`src/rtl/sched_pkg.sv`:
```
// rtl/sched_pkg.sv - shared mode encodings and width helpers for the packet queue scheduler
package sched_pkg;

  // Drain policy selected by comparing the two scores
  localparam logic MODE_LAT = 1'b0;
  localparam logic MODE_REL = 1'b1;

  // Bits needed to name one of num_ch channels
  function automatic int ch_width(input int num_ch);
    return $clog2(num_ch);
  endfunction

  // Bits needed to hold an occupancy of 0..depth
  function automatic int occ_width(input int depth);
    return $clog2(depth + 1);
  endfunction

  // Bits needed for the largest weighted occupancy sum: depth * (1 + 2 + ... + num_ch)
  function automatic int score_width(input int num_ch, input int depth);
    return $clog2(depth * num_ch * (num_ch + 1) / 2 + 1);
  endfunction

endpackage

```
`src/rtl/channel_fifo.sv`:
```
// rtl/channel_fifo.sv - per-channel shift-register FIFO that discards its oldest entry on overflow
module channel_fifo
  import sched_pkg::*;
#(
  parameter int DEPTH  = 6,
  parameter int DATA_W = 2,
  localparam int OCC_W = occ_width(DEPTH)
) (
  input  logic              clk,
  input  logic              rst,
  input  logic              push,
  input  logic [DATA_W-1:0] push_data,
  input  logic              pop,
  output logic [DATA_W-1:0] head,
  output logic [OCC_W-1:0]  occ,
  output logic              drop
);

  // Entry 0 is always the oldest; valid entries occupy 0..r_occ-1
  logic [DATA_W-1:0] r_mem [DEPTH];
  logic [OCC_W-1:0]  r_occ;
  logic              r_drop;

  logic [DATA_W-1:0] w_mem_nxt [DEPTH];
  logic [OCC_W-1:0]  w_occ_nxt;
  logic [OCC_W-1:0]  w_wr_idx;
  logic              w_drop_nxt;
  logic              w_full;
  logic              w_pop_eff;
  logic              w_shift;

  assign w_full    = (r_occ == OCC_W'(DEPTH));
  // A pop on an empty queue is ignored, even if a push lands in the same cycle
  assign w_pop_eff = pop && (r_occ != '0);

  // Next contents: shift the head out on a pop or an overflow, then write the new entry behind the survivors
  always_comb begin
    w_shift    = w_pop_eff || (push && w_full);
    w_occ_nxt  = r_occ;
    w_drop_nxt = 1'b0;
    w_wr_idx   = r_occ;
    if (push && w_pop_eff) begin
      w_wr_idx = r_occ - OCC_W'(1);
    end else if (push && w_full) begin
      w_wr_idx   = OCC_W'(DEPTH - 1);
      w_drop_nxt = 1'b1;
    end else if (push) begin
      w_occ_nxt = r_occ + OCC_W'(1);
    end else if (w_pop_eff) begin
      w_occ_nxt = r_occ - OCC_W'(1);
    end
    for (int i = 0; i < DEPTH - 1; i++) begin
      w_mem_nxt[i] = w_shift ? r_mem[i+1] : r_mem[i];
    end
    w_mem_nxt[DEPTH-1] = r_mem[DEPTH-1];
    for (int i = 0; i < DEPTH; i++) begin
      if (push && (w_wr_idx == OCC_W'(i))) begin
        w_mem_nxt[i] = push_data;
      end
    end
  end

  // Storage, occupancy and the one-cycle drop pulse
  always_ff @(posedge clk) begin
    if (rst) begin
      for (int i = 0; i < DEPTH; i++) begin
        r_mem[i] <= '0;
      end
      r_occ  <= '0;
      r_drop <= 1'b0;
    end else begin
      for (int i = 0; i < DEPTH; i++) begin
        r_mem[i] <= w_mem_nxt[i];
      end
      r_occ  <= w_occ_nxt;
      r_drop <= w_drop_nxt;
    end
  end

  assign head = r_mem[0];
  assign occ  = r_occ;
  assign drop = r_drop;

endmodule

```
`src/rtl/packet_queue_scheduler.sv`:
```
// rtl/packet_queue_scheduler.sv - serial packet assembler, per-channel queues and score-driven drain scheduler
module packet_queue_scheduler
  import sched_pkg::*;
#(
  parameter int NUM_CH   = 4,
  parameter int DEPTH    = 6,
  parameter int DATA_W   = 2,
  parameter int TICK_DIV = 150000000,
  localparam int CH_W    = ch_width(NUM_CH),
  localparam int OCC_W   = occ_width(DEPTH),
  localparam int SC_W    = score_width(NUM_CH, DEPTH)
) (
  input  logic                    clk,
  input  logic                    rst,
  input  logic                    in_valid,
  input  logic                    in_bit,
  output logic                    out_valid,
  output logic [CH_W-1:0]         out_ch,
  output logic [DATA_W-1:0]       out_data,
  output logic [NUM_CH*OCC_W-1:0] occ,
  output logic [SC_W-1:0]         rel_score,
  output logic [SC_W-1:0]         lat_score,
  output logic                    mode,
  output logic                    drop
);

  localparam int PKT_W  = CH_W + DATA_W;
  localparam int BCNT_W = $clog2(PKT_W);
  localparam int TCNT_W = $clog2(TICK_DIV);

  // Assembler: the register keeps the first PKT_W-1 bits, the last bit is taken straight from in_bit
  logic [PKT_W-2:0]  r_shift;
  logic [BCNT_W-1:0] r_bitcnt;
  logic [PKT_W-1:0]  w_pkt;
  logic              w_pkt_done;
  logic [CH_W-1:0]   w_pkt_ch;
  logic [DATA_W-1:0] w_pkt_data;

  assign w_pkt      = {r_shift, in_bit};
  assign w_pkt_done = in_valid && (r_bitcnt == BCNT_W'(PKT_W - 1));
  assign w_pkt_ch   = w_pkt[PKT_W-1 -: CH_W];
  assign w_pkt_data = w_pkt[DATA_W-1:0];

  // Shift in one bit per in_valid and restart the bit count after the final bit
  always_ff @(posedge clk) begin
    if (rst) begin
      r_shift  <= '0;
      r_bitcnt <= '0;
    end else if (in_valid) begin
      r_shift  <= w_pkt[PKT_W-2:0];
      r_bitcnt <= w_pkt_done ? '0 : r_bitcnt + BCNT_W'(1);
    end
  end

  // Drain tick: one cycle in every TICK_DIV
  logic [TCNT_W-1:0] r_tick_cnt;
  logic              w_tick;

  assign w_tick = (r_tick_cnt == TCNT_W'(TICK_DIV - 1));

  // Free-running tick divider, restarted by reset
  always_ff @(posedge clk) begin
    if (rst) begin
      r_tick_cnt <= '0;
    end else if (w_tick) begin
      r_tick_cnt <= '0;
    end else begin
      r_tick_cnt <= r_tick_cnt + TCNT_W'(1);
    end
  end

  // Channel queues
  logic [DATA_W-1:0] w_head [NUM_CH];
  logic [OCC_W-1:0]  w_occ  [NUM_CH];
  logic [NUM_CH-1:0] w_push_vec;
  logic [NUM_CH-1:0] w_pop_vec;
  logic [NUM_CH-1:0] w_drop_vec;
  logic [CH_W-1:0]   w_sel_ch;
  logic [OCC_W-1:0]  w_sel_occ;
  logic              w_pop_go;

  for (genvar g = 0; g < NUM_CH; g++) begin : g_ch
    assign w_push_vec[g] = w_pkt_done && (w_pkt_ch == CH_W'(g));
    assign w_pop_vec[g]  = w_pop_go && (w_sel_ch == CH_W'(g));

    channel_fifo #(
      .DEPTH  (DEPTH),
      .DATA_W (DATA_W)
    ) u_fifo (
      .clk       (clk),
      .rst       (rst),
      .push      (w_push_vec[g]),
      .push_data (w_pkt_data),
      .pop       (w_pop_vec[g]),
      .head      (w_head[g]),
      .occ       (w_occ[g]),
      .drop      (w_drop_vec[g])
    );

    assign occ[g*OCC_W +: OCC_W] = w_occ[g];
  end

  assign drop = |w_drop_vec;

  // Scores: high channels weigh more for reliability, low channels weigh more for latency
  logic [SC_W-1:0] w_rel;
  logic [SC_W-1:0] w_lat;
  logic            w_mode;

  // Weighted occupancy sums straight from the registered occupancies
  always_comb begin
    w_rel = '0;
    w_lat = '0;
    for (int i = 0; i < NUM_CH; i++) begin
      w_rel = w_rel + SC_W'(i + 1) * SC_W'(w_occ[i]);
      w_lat = w_lat + SC_W'(NUM_CH - i) * SC_W'(w_occ[i]);
    end
  end

  assign w_mode    = (w_rel >= w_lat) ? MODE_REL : MODE_LAT;
  assign rel_score = w_rel;
  assign lat_score = w_lat;
  assign mode      = w_mode;

  // Fullest channel wins; ties go low in latency mode and high in reliability mode
  always_comb begin
    w_sel_ch  = '0;
    w_sel_occ = '0;
    for (int i = 0; i < NUM_CH; i++) begin
      if ((w_mode == MODE_REL) ? (w_occ[i] >= w_sel_occ) : (w_occ[i] > w_sel_occ)) begin
        w_sel_ch  = CH_W'(i);
        w_sel_occ = w_occ[i];
      end
    end
  end

  // A tick with every queue empty is simply consumed
  assign w_pop_go = w_tick && (w_sel_occ != '0);

  logic              r_out_valid;
  logic [CH_W-1:0]   r_out_ch;
  logic [DATA_W-1:0] r_out_data;

  // Present the popped head for one cycle; channel and data hold between pops
  always_ff @(posedge clk) begin
    if (rst) begin
      r_out_valid <= 1'b0;
      r_out_ch    <= '0;
      r_out_data  <= '0;
    end else begin
      r_out_valid <= w_pop_go;
      if (w_pop_go) begin
        r_out_ch   <= w_sel_ch;
        r_out_data <= w_head[w_sel_ch];
      end
    end
  end

  assign out_valid = r_out_valid;
  assign out_ch    = r_out_ch;
  assign out_data  = r_out_data;

endmodule

```
`config.mk`:
```
export PLATFORM = sky130hd
export DESIGN_NAME = packet_queue_scheduler
export DESIGN_NICKNAME = d
export VERILOG_FILES = /design/src/rtl/sched_pkg.sv /design/src/rtl/channel_fifo.sv /design/src/rtl/packet_queue_scheduler.sv
export SDC_FILE = /design/constraint.sdc
export NUM_CORES = 1
export LEC_CHECK = 0
export ABC_AREA = 1
export CAP_MARGIN = 10
export CORE_ASPECT_RATIO = 2
export CORE_MARGIN = 1
export CORE_UTILIZATION = 50
export DETAILED_ROUTE_END_ITERATION = 8
export GPL_TIMING_DRIVEN = 0
export PLACE_DENSITY = 0.71
export SYNTH_ARGS = -nofsm -noshare
export SYNTH_HDL_FRONTEND = slang
export SYNTH_SLANG_ARGS = --single-unit
```
`constraint.sdc`:
```
create_clock -name clk -period 7.8 [get_ports clk]
set_input_delay 2.34 -clock clk [delete_from_list [all_inputs] [get_ports clk]]
set_output_delay 2.34 -clock clk [all_outputs]
set_load 0.05 [all_outputs]
```
==> metrics.yaml, run 1 <==
syn_area_per_cell_um2: 7.15
required_ns: 8.00
min_path_type: "reg2reg"
finalHoldViolCount: 0
drc_errors: 0
synthToLayoutAreaGrowth_pct: 27.2
cp-end-kind: "flop"
grt.total_usage_pct: 27.5
pre_cts_ws_ns: -0.570
coreArea_um2: 13600
vias: 7014
viasPerCell: 5.58
path_clk_slew_ns: 0.07
ys.flop_type: "dfxtp_1"
yosys.area.top_type_share_pct: 29.2
die_area_um2: 14500
run_status: "finished clean"
clockRootBuffer: "clkbuf_16"
cts_made_buffers: 9
n_antenna_cell: 0
synth_xor_area_share_pct: 1.88
p_leak_nw: 3.57
period_minus_slack_ns: 7.70
final_cell_mix: "nand2_1, inv_1, dfxtp_1"
synth_cells: 979
tightest_slew_ns: 1.01
overflow: 0
detail_route.wl_per_cell_um: 17.1
core.rowCount: 60
ant_nets: 0
drt_iter0_markers: 331
cp_top_family: "adder cells"
syn-num-nets: 1040
synthMuxAreaShare_pct: 0
ios: 35
grt_antenna_before_repair: 0
clk-insertion-delay-late_ns: 0.36
yosysWarnings: 0
fin_nets: 1129
yosys-top-cells-area: "dfxtp_1, nand2_1, ha_1"
ys_ff_latch: 102
path_buf_inv: 11
cts_hold_buf: 0
crit_path_frequent_cell: "nand2_4"
grt_pass1_wl_um: 31000
initial_core_util_pct: 51.5
synth.cell_area_um2: 7000
yosysSeqAreaShare_pct: 29.2
synthArstFlopShare_pct: 0
slew_headroom_pct: 32.1
finalMaxSlewViolations: 0
cts_tree: "yes"
startpoint_type: "flop"
setup_viol: 0
gp_congestion: 0.904
dpl.hpwl_um: 14600
power_density_nw_per_um2: 150
htree_num_levels: 3
final-instance-count-excl-fill: 1258
seq_area_um2: 2060
setup_tns_ns: 0
setup_slack_ns: 0.103
peakVddDrop_mv: 0.121
synth_top_family_by_area: "simple AND/OR/NAND/NOR gates"
crit_slowest_cell: "fa_1"
die_h_um: 169
post-route-period-util_pct: 98.7
final_common_cell: "nand2_1"
multi_input_area_um2: 5010
maxCapViolCount: 0
drt_first_pass_iters: 5
fin_worst_skew_ns: 0.0138
crit_arrival_ns: 7.90
ctsLongestPathBuffers: 2
cts_sinks: 102
synth_edf_count: 0
die_w_um: 85.7
critical_path.max_stage_delay_ns: 0.53
rsz0062_at_grt: "true"
crit_type: "reg2reg"
drt-total-wl_um: 21500
yosys.area_share.simple_pct: 37.3
drive_gt1_share_pct: 25.7
dp.cells: 1199
fillCellCount: 1140
io_buffers: 34
synth_cell_types: 47
synth_area_leader_cell: "dfxtp_1"
yosys.area_share.adder_pct: 11.9
grt_pass1_vias: 6657
grt_max_degree: 16
synth_compound_area_share_pct: 11.5
max_freq_mhz: 130
critical_path.max_fanout: 6
total_power_w: 0.00134
-- synth_stat cells (all sizes together) (2+ instances only) --
cell type and number:
nand2 274, inv 116, nand3 111, dfxtp 102
a21oi 82, nor2 79, ha 41, o21ai 31
nand4 29, nor3 18, clkbuf 16, fa 16
buf 10, xnor2 9, clkinv 6, xor2 6
a31oi 5, o211ai 5, nor3b 4, o21a 4
nor4 3, a211oi 2, o21bai 2, or2 2
-- worst reg2reg max path, delay by kind of cell (launching register included) --
family          cells  cell delay [ns]
simple gates       20             1.94
flops               1             0.39
fa+ha+maj           9             2.94
buf+inv            11             1.14
xor+xnor            1             0.18
compound gates      6             0.94
-- timing repair --
item	CTS	global route
endpoints found under the setup margin	60	65
hold endpoints to repair	0	0
gates cloned	1	2
pin swaps	18	74
resized for setup	33	130
buffers inserted	21	22
-- final timing paths --
| kind | to | from | depth (start not counted) | slack, ns |
|---|---|---|---|---|
| max | g_ch[2].u_fifo.r_mem[0][9]$_SDFFE_PP0P_ | g_ch[2].u_fifo.occ[2]$_SDFFE_PP0P_ | 47 | 0.10 |
| min | r_tick_cnt[0]$_SDFF_PP0_ | r_tick_cnt[0]$_SDFF_PP0_ | 1 | 0.46 |
| max reg2reg | g_ch[2].u_fifo.r_mem[0][9]$_SDFFE_PP0P_ | g_ch[2].u_fifo.occ[2]$_SDFFE_PP0P_ | 47 | 0.10 |
| min reg2reg | r_tick_cnt[0]$_SDFF_PP0_ | r_tick_cnt[0]$_SDFF_PP0_ | 1 | 0.46 |
-- power by group --
group / switching (W) / internal [W] / total, W
clock: 0.000208 / 0.000217 / 0.000425
combinational: 0.000231 / 0.000154 / 0.000385
sequential: 0.00000595 / 0.000523 / 0.000529
-- metrics by stage --
step / util [%] / area [um2] / hold WS, ns
3_3_place_gp: 56.3 / 7660 / 0.431
3_5_place_dp: 56.3 / 7660 / 0.448
4_1_cts: 60.2 / 8190 / 0.464
5_1_grt: 65.6 / 8910 / 0.489
6_report: 65.6 / 8910 / 0.456
2_1_floorplan: - / 7080 / 0.418
-- layout make-up --
cell class	count	area share, %
inverter	122	5.41
multi-input combinational	729	56.3
timing repair buffer	80	8.18
tap	186	2.61
sequential	102	23.2
clock buffer	12	2.65
buffer	24	1.47
clock inverter	3	0.225
-- cells by family after synthesis --
group	Yosys count
buffers and inverters	148
xor gates and xnor gates	15
DFF	102
adders and majority gates	57
and+or+nand+nor	523
AOI/OAI and AO/OA	134
-- layer usage --
layer | global-route usage (%) | up-vias | wire [um]
li1 | - | 3371 | -
met1 | 25.2 | 3334 | 7670
met2 | 52.3 | 223 | 11700
met3 | 3.75 | 86 | 799
met4 | 22.1 | 0 | 1330
met5 | 0 | - | 0
-- flip-flops by register name (all words and copies together), names as in the netlist --
signal / flops
out_data: 2
r_tick_cnt: 28
r_shift: 3
g_ch.u_fifo.occ: 12
out_ch: 2
g_ch.u_fifo.r_mem: 48
g_ch.u_fifo.drop: 4
r_bitcnt: 2
out_valid: 1
Note: power is estimated with default switching activity, not from simulation.
==> run 2, diff against run 1 <==
--- a/config.mk
+++ b/config.mk
@@ -12,6 +12,7 @@
 export CORE_UTILIZATION = 50
 export DETAILED_ROUTE_END_ITERATION = 8
 export GPL_TIMING_DRIVEN = 0
+export HOLD_SLACK_MARGIN = 0.1
 export PLACE_DENSITY = 0.71
 export SYNTH_ARGS = -nofsm -noshare
 export SYNTH_HDL_FRONTEND = slang
==> results of run 2 <==
Final layout, timing and power as in run 1 (identical DEF).
==> run 3, diff against run 2 <==
--- a/config.mk
+++ b/config.mk
@@ -14,6 +14,7 @@
 export GPL_TIMING_DRIVEN = 0
 export HOLD_SLACK_MARGIN = 0.1
 export PLACE_DENSITY = 0.71
+export SLEW_MARGIN = 15
 export SYNTH_ARGS = -nofsm -noshare
 export SYNTH_HDL_FRONTEND = slang
 export SYNTH_SLANG_ARGS = --single-unit
==> results of run 3 <==
Final layout, timing and power as in run 1 (identical DEF).
